[config.mk]
export PLATFORM = sky130hd
export DESIGN_NAME = handshake_constant_check
export DESIGN_NICKNAME = d
export VERILOG_FILES = /design/src/rtl/handshake_constant_check.sv
export SDC_FILE = /design/constraint.sdc
export NUM_CORES = 1
export LEC_CHECK = 0
export CAP_MARGIN = 10
export CORE_MARGIN = 2
export CORE_UTILIZATION = 29
export CTS_CLUSTER_DIAMETER = 150
export CTS_CLUSTER_SIZE = 8
export DETAILED_ROUTE_END_ITERATION = 7
export SYNTH_ARGS = -nofsm -noshare
export SYNTH_HDL_FRONTEND = slang
export SYNTH_SLANG_ARGS = --single-unit
[constraint.sdc]
create_clock -name clk -period 1.9 [get_ports clk]
set_input_delay 0.285 -clock clk [delete_from_list [all_inputs] [get_ports clk]]
set_output_delay 0.285 -clock clk [all_outputs]
set_load 0.03 [all_outputs]
[src/rtl/handshake_constant_check.sv]
// Consumes valid/ready data tokens, compares each against CONST_VALUE and emits
// one match/mismatch control token per input through a 2-entry result FIFO.
module handshake_constant_check #(
    parameter int unsigned           DATA_WIDTH  = 32,
    parameter logic [DATA_WIDTH-1:0] CONST_VALUE = '0,
    parameter int unsigned           CNT_WIDTH   = 16
) (
    input  logic                  clk,
    input  logic                  rst,
    input  logic [DATA_WIDTH-1:0] ins,
    input  logic                  ins_valid,
    output logic                  ins_ready,
    output logic                  ctrl_valid,
    input  logic                  ctrl_ready,
    output logic                  ctrl_match,
    output logic [CNT_WIDTH-1:0]  mismatch_count,
    output logic                  err
);

    logic [1:0] mem;
    logic       rd_ptr;
    logic       wr_ptr;
    logic [1:0] occ;
    logic       push;
    logic       pop;
    logic       match;

    // Readiness depends only on registered occupancy, so ctrl_ready never
    // reaches ins_ready combinationally.
    assign ins_ready  = (occ < 2'd2);
    assign ctrl_valid = (occ != 2'd0);
    assign ctrl_match = ctrl_valid ? mem[rd_ptr] : 1'b0;
    assign match      = (ins == CONST_VALUE);
    assign push       = ins_valid && ins_ready;
    assign pop        = ctrl_valid && ctrl_ready;

    always_ff @(posedge clk) begin
        if (rst) begin
            mem            <= '0;
            rd_ptr         <= 1'b0;
            wr_ptr         <= 1'b0;
            occ            <= 2'd0;
            mismatch_count <= '0;
            err            <= 1'b0;
        end else begin
            if (push) begin
                mem[wr_ptr] <= match;
                wr_ptr      <= ~wr_ptr;
            end
            if (pop) begin
                rd_ptr <= ~rd_ptr;
            end
            case ({push, pop})
                2'b10:   occ <= occ + 2'd1;
                2'b01:   occ <= occ - 2'd1;
                default: occ <= occ;
            endcase
            if (push && !match) begin
                if (mismatch_count != '1) begin
                    mismatch_count <= mismatch_count + 1'b1;
                end
                err <= 1'b1;
            end
        end
    end

endmodule

# Yosys cells after proc, flatten, opt, wreduce, memory -nomap -nowiden
# Cells that the tools add are included.
dict set report word_totals {
  ff_bits 23
  elab_cells 34
}
dict set report op_classes {
  addsub 3
  order_cmp 4
  eq_ne 3
  n_mux 7
  bitwise 2
  reduce_logical 9
}
# cell count
set ops {}
lappend ops {{$logic_not A32 Y1} 1}
lappend ops {{$add A16 B1 Y16 const B} 1}
lappend ops {{$ne A16 B16 Y1 const B} 1}
lappend ops {{$logic_and A1 B1 Y1} 4}
lappend ops {{$lt A1 B2 Y1 const B} 2}
lappend ops {{$mux W1} 4}
lappend ops {{$pmux W2 S2} 1}
lappend ops {{$reduce_bool A2 Y1} 2}
lappend ops {{$add A2 B1 Y2 const B} 1}
lappend ops {{$bwmux W2} 1}
lappend ops {{$eq A2 B1 Y1 const B} 1}
lappend ops {{$eq A2 B2 Y1 const B} 1}
lappend ops {{$lt A2 B2 Y1 const B} 1}
lappend ops {{$not A1 Y1} 2}
lappend ops {{$reduce_and A2 Y1} 1}
lappend ops {{$sub A2 B1 Y2 const B} 1}
lappend ops {{$demux W1 S1} 1}
lappend ops {{$ge A1 B1 Y1 const B} 1}
lappend ops {{$logic_not A1 Y1} 1}

# Longest topological paths before layout
dict set report depth {
  word_depth 5
  mapped_depth 7
}

# Worst setup path after synthesis
# OpenSTA, ideal clock, no wires.
dict set report synth_path {
  path_kind {reg2reg}
  from {reg mismatch_count[0]}
  to {reg mismatch_count[13]}
  setup_ps 71
  arrival_ps 2129
  required_ps 1829
  slack_ps -299
  path_stages_with_launch 8
  cell_sequence {dfxtp_1 > ha_1 > nand4_1 > and4bb_4 > or3_4 > buf_6 > or4_1 > a21oi_1}
}
dict set report synth_via {
  elab_chain_len 2
  elab_cells_between_ends 3
  cone_classes {1 x add/sub; 1 x eq/ne; 1 x reduce/logical}
}
# element line
set synth_rtl {}
lappend synth_rtl {{start, declared} 16} ;# output logic [CNT_WIDTH-1:0] mismatch_count,
lappend synth_rtl {{start signal, assigned} 60} ;# mismatch_count <= mismatch_count + 1'b1;
lappend synth_rtl {{branches (longest 2 deep; another with $add A16 B1 Y16)} --}
# Parallel ways; which one is timed is not known.
# A chain may end at the register's enable or synchronous reset.

# Final worst setup path
dict set report layout_path {
  from {reg mismatch_count[1]}
  to {reg mismatch_count[13]}
}
# The elaborated chain is that of the path after synthesis.

==> out/qor.txt <==
Routed Wire Length: 3.667 mm
I/O Buffers: 55
Register area share after synthesis: 38.10%
Vias: 1,388
Sink Count: 23
Routed Antenna Nets: 0
Max Freq: 522.4 MHz
FP Rows: 23
Worst Path Required: 2.10 ns
Worst slew margin: 78.22%
Initial antenna violation count: 0
Initial DRC Count: 53
Peak VDD IR: 0.0004551 V
WL met2: 1.764 mm
Synthesized area: 1209 um2
Die area: 4700 um2
Number of remaining DRC errors: 0
Final hold vios: 0
Area grow syn2layout: 74.43%
Metal3 WL: 145 um
Ant diodes: 0
Max-slew violation count: 0
Core footprint: 4000 um2
Post-synth net total: 182
# nets final: 258
First-pass GRT wire length: 6.092 mm
Worst R2R Setup Slack: -0.01 ns
Routed vias/inst: 5.160
CTS Buffer Depth: 2
Crit. Startpoint: mismatch_count[1]
Maxcap violations: 0
Critical path's top delay family: simple AND/OR/NAND/NOR gates
Max incr delay on CP: 0.49 ns
Die Wd: 68.56 um
Synth Register Bits: 23
Pleak: 0.7303 nW
Crit Path Class: reg -> reg
Cells along the critical path: ha_4 -> nand4_1 -> and4bb_4 -> or3_4 -> or4_4 -> a21oi_2
Area leader, netlist: dfxtp_1
Synth warnings: 0
Vias in the first global route: 1,334
R2R Path Start: mismatch_count[1]
Final Worst Setup Slack: -0.01438 ns
Ys async rst share: 0%
Layout cell share with drive strength beyond 1: 21.92%
Critical Path Fanout Max: 5
GP Congestion: 0.8491
Status: finished, violations left
Syn avg cell area: 8.393 um2
Post-route clock period utilization: 100.8%
Clock latency on the worst-skew pair: 0.26 ns
Overall Global Routing Usage: 16.85%
CP max-delay cell: or4_4
Failing checks: negative setup slack
RSZ-0062 raised after global routing: true
Uppermost layer routed: met4
Yosys top cell area share: 38.10%
Area contributors post-synth: dfxtp_1 (38%), a21oi_1 (6.6%), o31ai_1 (5.6%)
GRT Residual Overflow: 0
Number of synthesized flops with an enable pin: 0
Buf+Inv Stages, Crit Path: 0
Clk_skew: 0.003581 ns
CTS HTree Levels: 1
Worst-path clk slew: 0.08 ns
Worst slew pin tran: 0.3257 ns
First-pass iteration count of the detailed router: 4
Worst path arrival time: 2.11 ns
WL met1: 1.724 mm
Fin util: 52.71%
Crit start category: register
Worst setup EP type: register
Largest net degree at the start of global routing: 15
Most used DFF post-synth: dfxtp_1
CTS tree: done
Starting density of the core: 30.22%
Synth Instances: 144
Final worst path period need: 1.914 ns
Hold Startpoint: err
CTS buffer count: 3
Detailed placer's ending HPWL: 2.812 mm
Dpl ws: -0.1739 ns
Distinct cells, synth: 33
Ports: 56
Pwr per Cell Area: 687.0 nW/um2
Filler cells: 368
Final setup vio count: 3
Hold_buf cts: 0
Hold crit path type: reg -> reg
Die span in y: 68.56 um
Post-DR wirelength/cell: 13.63 um
CTS Root Cell: clkbuf_8
-- worst reg2reg max path, delay by kind of cell, from the launching register on --
family / cells / cell delay [ns]
AO/OA/AOI/OAI: 1 / 0.13
adder cells (fa/ha/maj): 1 / 0.16
AND/OR/NAND/NOR: 4 / 1.20
flip-flops: 1 / 0.36
-- cell usage in the layout, fill, tap and decap left out, types with 4 or more instances in the layout --
master,n
nand2_1,9
o31ai_1,7
clkdlybuf4s50_1,54
dfxtp_1,21
a21oi_1,12
inv_1,5
a21oi_2,4
or4_1,5
buf_4,20
nand4_1,4
nor4_1,9
nor2_1,10
o21ai_0,6
or3_1,5
-- synthesized netlist by cell type (all sizes together), types with 2 or more instances --
| cell type | n |
|---|---|
| dfxtp | 23 |
| a21oi | 16 |
| nor2 | 11 |
| nand2 | 9 |
| nor4 | 9 |
| o31ai | 9 |
| or4 | 8 |
| o21ai | 7 |
| or3 | 7 |
| clkbuf | 5 |
| inv | 5 |
| nand4 | 4 |
| and3 | 3 |
| nand2b | 3 |
| nand3 | 3 |
| nor2b | 3 |
| xnor2 | 3 |
| buf | 2 |
| ha | 2 |
| mux2 | 2 |
| mux2i | 2 |
-- power by group --
part	switching, mW	internal [mW]
Sequential	0.0504	0.535
Clock	0.154	0.150
Combinational	0.263	0.297
Total	0.467	0.981
-- final cells by class --
| class | count | area, um2 | share of cell area [%] |
|---|---|---|---|
| clock buffer | 4 | 45.04 | 2.137 |
| timing repair buffer | 77 | 743.2 | 35.25 |
| multi-input combinational | 110 | 770.7 | 36.56 |
| tap | 50 | 62.56 | 2.967 |
| inverter | 5 | 18.77 | 0.8902 |
| sequential | 23 | 467.9 | 22.20 |
-- stage by stage --
stage	setup TNS, ns	hold slack (ns)	power, mW	std cells	cell area, um2
after detailed placement	-2.031	0.4457	1.149	260	1967
after global routing	-0.3164	0.5020	1.531	269	2108
after CTS	-0.05055	0.4582	1.449	266	2027
final	-0.02795	0.4534	1.448	269	2108
after floorplan	-0.1759	0.4563	0.8757	144	1229
after global placement	-2.074	0.4494	1.133	260	1967
-- path summary, 6_finish.rpt --
check                                     endpoint  cells past startpoint
worst min register to register                 err                      2
worst max-delay path            mismatch_count[13]                      6
worst max register to register  mismatch_count[13]                      6
worst min-delay path                           err                      2
-- metal layers --
metal / global-route usage (%) / vias up
met5: 0 / -
met3: 4.708 / 6
li1: - / 699
met1: 21.54 / 652
met2: 28.00 / 31
met4: 4.000 / 0
-- flip-flops by register name, indices dropped and copies added, names as in the netlist --
signal and cells:
mem 2, err 1, wr_ptr 1, rd_ptr 1
occ 2, mismatch_count 16
-- timing repair --
action | CTS | global route
resized for setup | 0 | 15
endpoints found under the setup margin | 2 | 7
buffers inserted | 2 | 2
pin swaps | 1 | 0
gates cloned | 0 | 1
-- cells by family (layout without fill, tap and decap cells) --
family,count (synthesis),count (layout),synth area share (%)
mux,4,4,3.520
simple gates,65,66,32.19
xor+xnor,4,4,2.899
buf+inv,12,86,4.451
compound gates,34,34,16.77
fa+ha+maj,2,2,2.070
flops,23,23,38.10
Note: power is estimated with default switching activity, not from simulation.
